File: src/rtl/time_calculate_pkg.sv
// time_calculate_pkg: default widths and timestamp type shared by the elapsed-time block.
package time_calculate_pkg;
  localparam int DEF_WIDTH = 8;
  localparam int DEF_TOTAL_WIDTH = 16;
  localparam int DEF_COUNT_WIDTH = 8;
  typedef logic [DEF_WIDTH-1:0] timestamp_t;
endpackage

File: src/rtl/time_calculate_if.sv
// time_calculate_if: timestamp pair in, elapsed time and running totals out.
interface time_calculate_if
  import time_calculate_pkg::*;
#(
  parameter int WIDTH = DEF_WIDTH,
  parameter int TOTAL_WIDTH = DEF_TOTAL_WIDTH,
  parameter int COUNT_WIDTH = DEF_COUNT_WIDTH
);
  logic in_valid;
  logic [WIDTH-1:0] time_out;
  logic [WIDTH-1:0] time_in;
  logic clear_total;
  logic [WIDTH-1:0] time_diff;
  logic out_valid;
  logic wrapped;
  logic [TOTAL_WIDTH-1:0] total_time;
  logic [COUNT_WIDTH-1:0] session_count;
  logic total_sat;
  modport master (
    output in_valid, time_out, time_in, clear_total,
    input time_diff, out_valid, wrapped, total_time, session_count, total_sat
  );
  modport slave (
    input in_valid, time_out, time_in, clear_total,
    output time_diff, out_valid, wrapped, total_time, session_count, total_sat
  );
endinterface

File: src/rtl/time_calculate_sat_accumulator.sv
// sat_accumulator: saturating adder register with synchronous clear and sticky saturation flag.
module sat_accumulator #(
  parameter int W = 16,
  parameter int IW = 8
) (
  input  logic clk,
  input  logic rst,
  input  logic clear,
  input  logic en,
  input  logic [IW-1:0] inc,
  output logic [W-1:0] sum,
  output logic sat
);
  logic [W:0] sum_ext;
  assign sum_ext = {1'b0, sum} + (W+1)'(inc);
  always_ff @(posedge clk) begin
    if (rst || clear) begin
      sum <= '0;
      sat <= 1'b0;
    end else if (en) begin
      sum <= sum_ext[W] ? '1 : sum_ext[W-1:0];
      sat <= sat | sum_ext[W];
    end
  end
endmodule

File: src/rtl/time_calculate.sv
// time_calculate: registered elapsed time between timestamps with saturating total and session count.
module time_calculate
  import time_calculate_pkg::*;
#(
  parameter int WIDTH = DEF_WIDTH,
  parameter int TOTAL_WIDTH = DEF_TOTAL_WIDTH,
  parameter int COUNT_WIDTH = DEF_COUNT_WIDTH
) (
  input logic clk,
  input logic rst,
  time_calculate_if.slave bus
);
  always_ff @(posedge clk) begin
    if (rst) begin
      bus.time_diff <= '0;
      bus.wrapped <= 1'b0;
      bus.out_valid <= 1'b0;
      bus.session_count <= '0;
    end else begin
      bus.out_valid <= bus.in_valid;
      if (bus.in_valid) begin
        bus.time_diff <= bus.time_out - bus.time_in;
        bus.wrapped <= bus.time_in > bus.time_out;
      end
      // clear wins over a same-cycle accepted pair
      if (bus.clear_total)
        bus.session_count <= '0;
      else if (bus.in_valid && bus.session_count != '1)
        bus.session_count <= bus.session_count + 1'b1;
    end
  end
  sat_accumulator #(.W(TOTAL_WIDTH), .IW(WIDTH)) u_total (
    .clk(clk),
    .rst(rst),
    .clear(bus.clear_total),
    .en(bus.in_valid),
    .inc(bus.time_out - bus.time_in),
    .sum(bus.total_time),
    .sat(bus.total_sat)
  );
endmodule

File: src/flat_wrapper.sv
// flat-port wrapper written by rule: the top's interface ports become plain ports
module time_calculate_flat import time_calculate_pkg::*;
#(
  parameter int WIDTH = DEF_WIDTH,
  parameter int TOTAL_WIDTH = DEF_TOTAL_WIDTH,
  parameter int COUNT_WIDTH = DEF_COUNT_WIDTH
)
  (clk, rst, bus_in_valid, bus_time_out, bus_time_in, bus_clear_total, bus_time_diff, bus_out_valid, bus_wrapped, bus_total_time, bus_session_count, bus_total_sat);
  time_calculate_if #(.WIDTH(WIDTH), .TOTAL_WIDTH(TOTAL_WIDTH), .COUNT_WIDTH(COUNT_WIDTH)) bus_i ();
  input logic clk;
  input logic rst;
  input wire logic [$bits(bus_i.in_valid)-1:0] bus_in_valid;
  input wire logic [$bits(bus_i.time_out)-1:0] bus_time_out;
  input wire logic [$bits(bus_i.time_in)-1:0] bus_time_in;
  input wire logic [$bits(bus_i.clear_total)-1:0] bus_clear_total;
  output wire logic [$bits(bus_i.time_diff)-1:0] bus_time_diff;
  output wire logic [$bits(bus_i.out_valid)-1:0] bus_out_valid;
  output wire logic [$bits(bus_i.wrapped)-1:0] bus_wrapped;
  output wire logic [$bits(bus_i.total_time)-1:0] bus_total_time;
  output wire logic [$bits(bus_i.session_count)-1:0] bus_session_count;
  output wire logic [$bits(bus_i.total_sat)-1:0] bus_total_sat;
  assign bus_i.in_valid = bus_in_valid;
  assign bus_i.time_out = bus_time_out;
  assign bus_i.time_in = bus_time_in;
  assign bus_i.clear_total = bus_clear_total;
  assign bus_time_diff = bus_i.time_diff;
  assign bus_out_valid = bus_i.out_valid;
  assign bus_wrapped = bus_i.wrapped;
  assign bus_total_time = bus_i.total_time;
  assign bus_session_count = bus_i.session_count;
  assign bus_total_sat = bus_i.total_sat;
  time_calculate #(.WIDTH(WIDTH), .TOTAL_WIDTH(TOTAL_WIDTH), .COUNT_WIDTH(COUNT_WIDTH)) u_core (.clk(clk), .rst(rst), .bus(bus_i));
endmodule
File: config.mk
export PLATFORM = sky130hd
export DESIGN_NAME = time_calculate_flat
export DESIGN_NICKNAME = d
export VERILOG_FILES = /design/src/rtl/time_calculate_pkg.sv /design/src/rtl/time_calculate_if.sv /design/src/rtl/time_calculate_sat_accumulator.sv /design/src/rtl/time_calculate.sv /design/src/flat_wrapper.sv
export SDC_FILE = /design/constraint.sdc
export NUM_CORES = 1
export LEC_CHECK = 0
export CORE_MARGIN = 1
export CORE_UTILIZATION = 40
export DETAILED_ROUTE_END_ITERATION = 16
export GPL_ROUTABILITY_DRIVEN = 0
export GPL_TIMING_DRIVEN = 1
export PLACE_DENSITY = 0.67
export SLEW_MARGIN = 20
export SYNTH_ARGS = -nofsm -noshare
export SYNTH_HDL_FRONTEND = slang
export SYNTH_SLANG_ARGS = --single-unit
File: constraint.sdc
create_clock -name clk -period 8.4 [get_ports clk]
set_clock_uncertainty 0.2 [all_clocks]
set_input_delay 0.84 -clock clk [delete_from_list [all_inputs] [get_ports clk]]
set_output_delay 0.84 -clock clk [all_outputs]
set_load 0.01 [all_outputs]
Word-level counts from Yosys, hierarchy flattened
Cells that the tools add are included.
{"block": "word_totals", "output_inout_bits": 35, "in_bits": 20, "regBits": 35}
{"block": "op_classes", "n_reduce_logical": 3, "n_bitwise": 1, "n_eq_ne": 1, "order_cmp": 1, "mux": 1, "add_sub_neg": 3}
{"cell": "$add A16 B8 Y17", "n": 1}
{"cell": "$mux W16", "n": 1}
{"cell": "$add A8 B1 Y8 const B", "n": 1}
{"cell": "$gt A8 B8 Y1", "n": 1}
{"cell": "$ne A8 B8 Y1 const B", "n": 1}
{"cell": "$sub A8 B8 Y8", "n": 1}
{"cell": "$reduce_or A2 Y1", "n": 1}
{"cell": "$logic_and A1 B1 Y1", "n": 1}
{"cell": "$logic_or A1 B1 Y1", "n": 1}
{"cell": "$or A1 B1 Y1", "n": 1}

Longest topological paths before layout
Gate-level depths: netlist (run 1).
{"block": "depth", "ltp_word": 3, "ltp_mapped": 15}

By module
Synthesis (run 1) repeated with hierarchy kept, for this count alone.
{"block": "hier_totals", "cells_unflattened": 248, "area_unflattened_um2": 2173.3}
{"module": "time_calculate", "seq_area_each_um2": 360.3, "instances": 1, "cells_each": 133, "area_each_um2": 1102.3}
{"module": "sat_accumulator", "seq_area_each_um2": 340.3, "instances": 1, "cells_each": 115, "area_each_um2": 1071.0}

Worst setup path before layout (run 1)
OpenSTA, ideal clock, no wires.
{"block": "synth_path", "path_kind": "input to register", "startpoint": "input bus_time_out[0]", "endpoint": "register u_core.u_total.sum[7]", "cell_stages": 15, "n_path_buf": 0, "setup_slack_ns": 4.488, "required_ns": 8.081, "t_arrival_ns": 3.593, "cell_sequence": "inv_1 > ha_1 > inv_1 > fa_1 > a21o_1 > a21oi_1 > o21ai_0 > nor2_1 > xnor2_1 > ha_1 > a21o_1 > or3_1 > o22a_1 > xor2_1 > o221a_2"}
{"block": "synth_between", "elab_chain_cells": 3}
{"element": "start: declaration", "line": "flat_wrapper.sv:13", "text": "input wire logic [$bits(bus_i.time_out)-1:0] bus_time_out;"}
{"element": "$sub A8 B8 Y8", "line": "time_calculate.sv:37", "text": ".inc(bus.time_out - bus.time_in),"}
{"element": "via u_core.u_total.inc[6]", "line": "time_calculate_sat_accumulator.sv:10", "text": "input logic [IW-1:0] inc,"}
{"element": "$add A16 B8 Y17", "line": "time_calculate_sat_accumulator.sv:15", "text": "assign sum_ext = {1'b0, sum} + (W+1)'(inc);"}
{"element": "$mux W16", "line": "time_calculate_sat_accumulator.sv:21", "text": "sum <= sum_ext[W] ? '1 : sum_ext[W-1:0];"}
{"element": "end signal: assignment", "line": "time_calculate_sat_accumulator.sv:21"}
{"element": "end: declaration", "line": "time_calculate_sat_accumulator.sv:11", "text": "output logic [W-1:0] sum,"}
The timed path passes the listed nets, and every way through them passes these cells.
A chain may end at the register's enable or synchronous reset.

Final worst setup path (run 1)
{"block": "layout_path", "startpoint": "input bus_time_in[0]", "endpoint": "register u_core.u_total.sum[7]"}
{"block": "layout_between", "elab_chain_cells": 3}
{"element": "start: declaration", "line": "flat_wrapper.sv:14", "text": "input wire logic [$bits(bus_i.time_in)-1:0] bus_time_in;"}
{"element": "$sub A8 B8 Y8", "line": "time_calculate.sv:37"}
{"element": "via u_core.u_total.inc[6]", "line": "time_calculate_sat_accumulator.sv:10"}
{"element": "$add A16 B8 Y17", "line": "time_calculate_sat_accumulator.sv:15"}
{"element": "$mux W16", "line": "time_calculate_sat_accumulator.sv:21"}
The timed path passes the listed nets, and every way through them passes these cells.

==> results of run 1 <==
final timing paths:
| check | startpoint | endpoint | slack [ns] | depth (start not counted) |
|---|---|---|---|---|
| setup / recovery | bus_time_in[0] | u_core.u_total.sum[7]$_SDFFE_PP0P_ | 4.07 | 15 |
| hold / removal | u_core.bus.wrapped$_SDFFE_PP0P_ | u_core.bus.wrapped$_SDFFE_PP0P_ | 0.27 | 2 |
| setup reg to reg | u_core.u_total.sum[0]$_SDFFE_PP0P_ | u_core.u_total.sum[13]$_SDFFE_PP0P_ | 5.96 | 7 |
| hold reg to reg | u_core.bus.wrapped$_SDFFE_PP0P_ | u_core.bus.wrapped$_SDFFE_PP0P_ | 0.27 | 2 |
synth_stat cells (all sizes together), types with 2 or more instances:
master	instances
dfxtp	35
nor2	31
ha	17
inv	14
a21oi	11
nand2	11
xor2	9
clkbuf	8
a21o	7
and3	7
nor3	7
o21ai	7
o22ai	7
xnor2	6
nand3	5
a211oi	4
a311oi	4
a31o	4
mux2i	4
o21a	4
a31oi	3
a41oi	3
buf	3
nor3b	3
or2	3
or3	3
and4	2
fa	2
nand4	2
o211ai	2
or4b	2
worst max-delay path, stage by stage:
cell	delay, ns
clkdlybuf4s50_1	0.47
ha_1	0.17
inv_1	0.06
fa_1	0.39
a21o_1	0.17
a21oi_1	0.24
o21ai_0	0.18
nor2_1	0.15
xnor2_1	0.15
ha_1	0.32
a21o_1	0.21
or3_1	0.31
o22a_1	0.23
xor2_1	0.16
o221a_2	0.25
registers in the layout (all words and copies together), names as in the netlist:
signal and cells:
u_core.bus.session_count 8, u_core.u_total.sum 16, u_core.bus.wrapped 1, u_core.u_total.sat 1, u_core.bus.time_diff 8, u_core.bus.out_valid 1
per-layer routing:
| metal | wire [µm] | vias to the layer above | track usage |
|---|---|---|---|
| li1 | - | 1016 | - |
| met1 | 2270 | 883 | 0.254 |
| met2 | 2310 | 42 | 0.305 |
| met3 | 131 | 10 | 0.0291 |
| met4 | 82 | 0 | 0.0658 |
| met5 | 0 | - | 0 |
kinds of logic (layout without fill, tap and decap cells):
| kind of cell | Yosys count | in the layout | share of synthesized area |
|---|---|---|---|
| adders and majority gates | 19 | 19 | 0.117 |
| xor gates and xnor gates | 15 | 15 | 0.0608 |
| buffers and inverters | 25 | 76 | 0.0446 |
| AOI/OAI and AO/OA | 68 | 68 | 0.241 |
| DFF | 35 | 35 | 0.324 |
| muxes | 4 | 4 | 0.0185 |
| and+or+nand+nor | 81 | 81 | 0.194 |
metrics by stage:
| step | area, µm² | hold slack, ns | instances | utilization | setup slack [ns] |
|---|---|---|---|---|---|
| after global routing | 2860 | 0.298 | 368 | 0.552 | 3.84 |
| after floorplan | 2160 | 0.286 | 247 | - | 4.49 |
| after detailed placement | 2750 | 0.261 | 361 | 0.532 | 3.80 |
| after global placement | 2750 | 0.253 | 361 | 0.532 | 3.88 |
| final | 2860 | 0.273 | 368 | 0.552 | 4.07 |
| after CTS | 2860 | 0.274 | 368 | 0.552 | 4.09 |
area by class of cell:
| type | count | area [µm²] | share of cell area |
|---|---|---|---|
| clock buffers | 6 | 72.6 | 0.0254 |
| inverters | 14 | 52.6 | 0.0184 |
| clock inverters | 1 | 30.0 | 0.0105 |
| multi-input cells | 187 | 1370 | 0.478 |
| well taps | 70 | 87.6 | 0.0307 |
| repair buffers | 55 | 548 | 0.192 |
| flip-flops and latches | 35 | 701 | 0.245 |
report_power, final:
| group | internal (mW) | leakage, nW | switching, mW |
|---|---|---|---|
| clock network | 0.0869 | 0.0513 | 0.0580 |
| registers | 0.173 | 0.285 | 0.00539 |
| logic | 0.0646 | 0.851 | 0.0676 |
==> impl_results.md, run 1 <==
- Seq/Total Area, Yosys: 0.324
- Largest net degree at the start of global routing: 30
- Design Power: 456 µW
- Post-synth ARST share: 0
- Total number of vias: 1951
- Vias in the first global route: 1830
- Share of layout cells above drive strength 1: 0.0772
- Cells after Synth: 247
- DRT antenna net count: 0
- Flops & latches, synth: 35
- Sink Count: 35
- Crit path kind: primary input to flop
- MaxCap Viol Count: 0
- Initial antenna violation count: 0
- Worst hold path type: flop to flop
- First-pass GRT wire length: 8.17 mm
- Hold-fix buffers, CTS: 0
- Hold Vio Cnt, Final: 0
- CTS buffer count: 5
- Status: finished clean
- Fmax: 0.231 GHz
- N_diodes: 0
- Post-CTS setup buffer count: 0
- Post-synth EDFFs: 0
- DRC: 0
- Vias per cell: 5.30
- Slew HR: 0.627
- Synth-to-layout area growth: 32.1%
- Worst endpoint required time: 8.38 ns
- Leading area contributor after synthesis: dfxtp_1
- Most frequent cells in the layout: clkdlybuf4s50_1, dfxtp_1, nor2_1
- Fin. max-slew vios: 0
- Post-CTS Resized: 0
- Peak VDD IR: 105 µV
- CTS root buf: clkbuf_8
- CORE AREA: 0.00517 mm²
- PD cells: 160 mW/mm²
- Detailed Route WL: 4.80 mm
- TritonRoute pass-1 iters: 5
- Fillers: 479
- Post-synthesis cell type count: 53
- Setup_tns: 0 ns
- Crit Path Max Fanout: 5
- Dpl hpwl: 3.76 mm
- Syn_nets: 286
- Die span in y: 75.5 µm
- Crit path DAT: 4.30 ns
- Initial Util: 0.418
- DR WL/cell: 13.0 µm
- Final setup fails: 0
- Most common cell after layout, fill and taps aside: clkdlybuf4s50_1
- Leak pwr: 1.19 nW
- TritonCTS clock tree: done
- CTS H-tree depth: 2
- Mapped Area: 0.00216 mm²
- Total gr overflow: 0
- Initial DRC Count: 136
- Die ar.: 0.00570 mm²
- Die X: 75.5 µm
- Ports: 55
- Final Cycle Share: 0.515
- IO Port Bufs: 54
- Latest clock arrival within the worst-skew pair: 0.29 ns
- CTS Buffer Depth: 2
- Top cells by area, synth: dfxtp_1, ha_1, nor2_1, xor2_1, a21oi_1
- Final layout net count: 337
- RSZ-0062 raised after global routing: no
- Yosys warnings: 0
- Worst-Margin Slew: 0.558 ns
- Num rows: 26
- Startpoint types: primary input
- Overall routing resource usage: 0.188
- Syn avg cell area: 8.75 µm²
- Yosys top cell area share: 0.324
- Ys flop type: dfxtp_1
- Fin crit period: 4.33 ns
- Reg clk slew, reported paths: 0.07 ns
- CP endpoint kind: flop
Power figures use the tool's default switching activity.
==> run 2, diff against run 1 <==
Settings changed: PLACE_DENSITY 0.67 to 0.7.
Clock period 8.4 ns to 3.7 ns, I/O delays scaled along.
==> run 2 against run 1 <==
  * Hold slack got worse by 0.0043 ns
  * Critical path depth unchanged
  * Critical path type unchanged
  * Via count increased by 8.7%
  * Critical endpoint unchanged
  * Core utilization increased by 3.7 points
  * Largest cell class unchanged
  * Highest routed layer unchanged
==> impl_results.md, run 2 (same netlist as run 1, synthesis figures left out) <==
- Status: finished clean
- Ports: 55 (unchanged)
- Die X: 75.5 µm (unchanged)
- Top reg by flops: u_core.u_total.sum
- Final layout net count: 364 (+8.0%)
- TritonRoute pass-1 iters: 4 (-1)
- Total gr overflow: 0 (unchanged)
- Fin crit period: 3.56 ns
- Most common cell after layout, fill and taps aside: clkdlybuf4s50_1
- Total number of vias: 2121 (+8.7%)
- Vias per cell: 5.36 (+1.0%)
- Worst hold path type: flop to flop
- Setup crit end: u_core.u_total.sum[7]$_SDFFE_PP0P_
- Min Hold Slack: 0.268 ns (-0.00429 ns)
- Reg power frac: 0.394 (+0.002)
- Reg clk slew, reported paths: 0.07 ns (about the same)
- Detailed Route WL: 5.05 mm (+5.3%)
- Die span in y: 75.5 µm (unchanged)
- Crit path DAT: 3.55 ns (-0.75 ns)
- Vias in the first global route: 1902 (+3.9%)
- Setup ws final: 0.136 ns (-3.94 ns)
- CP endpoint kind: flop
- Max reg flops: 16 (unchanged)
- Die ar.: 0.00570 mm² (unchanged)
- Initial antenna violation count: 0 (unchanged)
- Hold-fix buffers, CTS: 0 (unchanged)
- Synth-to-layout area growth: 40.9%
- Startpoint types: primary input
- Peak VDD IR: 130 µV (+23%)
- Slew HR: 0.648 (+0.0207)
- Sw frac: 0.310 (+0.0229)
- Clock power share: 0.267 (-0.051)
- FF-to-FF setup slack: 1.25 ns (-4.71 ns)
- Final Cycle Share: 0.963
- DRT antenna net count: 0 (unchanged)
- Largest regs: u_core.u_total.sum x16, u_core.bus.session_count x8, u_core.bus.time_diff x8
- Logic pwr share: 0.340 (+0.050)
- Largest net degree at the start of global routing: 25 (-17%)
- CTS Buffer Depth: 2 (unchanged)
- First-pass GRT wire length: 8.38 mm (+2.6%)
- CP startpoint: bus_time_in[0]
- DRC: 0 (unchanged)
- Internal: 711 µW (+120%)
- Share of layout cells above drive strength 1: 0.160 (+0.0823)
- Most frequent cells in the layout: clkdlybuf4s50_1, dfxtp_1, nor2_1
- P_sw: 320 µW (+140%)
- Sink Count: 35 (unchanged)
- Worst-Margin Slew: 0.527 ns (-0.0308 ns)
- Latest clock arrival within the worst-skew pair: 0.29 ns (about the same)
- CTS buffer count: 5 (unchanged)
- IO Port Bufs: 54 (unchanged)
- Initial Util: 0.418 (unchanged)
- R2r endpoint: u_core.u_total.sum[7]$_SDFFE_PP0P_
- TritonCTS clock tree: done
- PD cells: 339 mW/mm² (+110%)
- Final setup fails: 0 (unchanged)
- Overall routing resource usage: 0.194 (+0.00664)
- Hold Vio Cnt, Final: 0 (unchanged)
- CORE AREA: 0.00517 mm² (unchanged)
- Dpl cell area: 0.00296 mm² (+7.4%)
- Num rows: 26 (unchanged)
- Crit path kind: primary input to flop
- Dpl hpwl: 3.92 mm (+4.3%)
- CTS root buf: clkbuf_8
- Fmax: 0.281 GHz
- Worst endpoint required time: 3.68 ns (-4.70 ns)
- Fin area: 0.00305 mm² (+6.6%)
- Crit Path Max Fanout: 4 (-1)
- DR WL/cell: 12.8 µm (-2.2%)
- N_diodes: 0 (unchanged)
- Initial DRC Count: 89 (-35%)
- Fin. max-slew vios: 0 (unchanged)
- CTS H-tree depth: 2 (unchanged)
- Leak pwr: 1.32 nW (+11%)
- Reg2reg start: u_core.u_total.sum[0]$_SDFFE_PP0P_
- Setup WS pre-CTS: -0.161 ns (-3.96 ns)
- R2r worst-path depth: 7 (unchanged)
- MaxCap Viol Count: 0 (unchanged)
run 2: through the flow:
stage                     power, mW  setup TNS, ns  cells  utilization
after global routing           1.09       -0.00463    396        0.589
after CTS                      1.04              0    396        0.588
final                          1.03              0    396        0.589
after floorplan               0.619              0    247            -
after global placement        0.758         -0.673    388        0.572
after detailed placement      0.762         -0.872    388        0.572
run 2: timing repair:
item,in CTS,in global routing
resized for setup,0,2
buffers inserted,0,0
setup endpoints to repair,0,4
run 2: worst min-delay path by stage:
stage / end / startpoint / cells after the start
floorplan: u_core.bus.wrapped$_SDFFE_PP0P_ / u_core.bus.wrapped$_SDFFE_PP0P_ / 2
global placement: u_core.u_total.sat$_SDFFE_PP0P_ / u_core.u_total.sat$_SDFFE_PP0P_ / 2
detailed placement: u_core.u_total.sat$_SDFFE_PP0P_ / u_core.u_total.sat$_SDFFE_PP0P_ / 2
CTS: u_core.bus.time_diff[3]$_SDFFE_PP0P_ / u_core.bus.time_diff[3]$_SDFFE_PP0P_ / 2
global route: u_core.bus.time_diff[3]$_SDFFE_PP0P_ / u_core.bus.time_diff[3]$_SDFFE_PP0P_ / 2
finish: u_core.bus.time_diff[3]$_SDFFE_PP0P_ / u_core.bus.time_diff[3]$_SDFFE_PP0P_ / 2
run 2: power groups by stage:
| stage | Clock, mW | Sequential [mW] | Combinational (mW) |
|---|---|---|---|
| 2_1_floorplan | 0 | 0.420 | 0.199 |
| 3_3_place_gp | 0 | 0.414 | 0.344 |
| 3_5_place_dp | 0 | 0.414 | 0.348 |
| 4_1_cts | 0.285 | 0.406 | 0.349 |
| 5_1_grt | 0.297 | 0.408 | 0.385 |
| 6_report | 0.275 | 0.406 | 0.351 |
run 2: routing by layer:
metal | share of wire | vias up | global-route usage
li1 | - | 1069 | -
met1 | 0.48 | 997 | 0.257
met2 | 0.47 | 44 | 0.317
met3 | 0.029 | 11 | 0.0317
met4 | 0.021 | 0 | 0.0741
met5 | 0 | - | 0
run 2: area by class of cell:
type	count	area, µm²
inverter	14	52.6
timing repair buffer	82	751
clock inverter	2	12.5
clock buffer	6	72.6
sequential	35	701
fill	486	2130
multi-input combinational	187	1370
tap	70	87.6
run 2: worst max-delay path: stages:
cell	delay, ns
clkdlybuf4s50_1	0.46
ha_1	0.16
inv_1	0.05
fa_1	0.37
a21o_1	0.18
a21oi_2	0.16
o21ai_0	0.13
nor2_1	0.12
xnor2_1	0.14
ha_1	0.27
a21o_1	0.19
or3_1	0.31
o22a_1	0.23
xor2_1	0.16
o221a_2	0.24
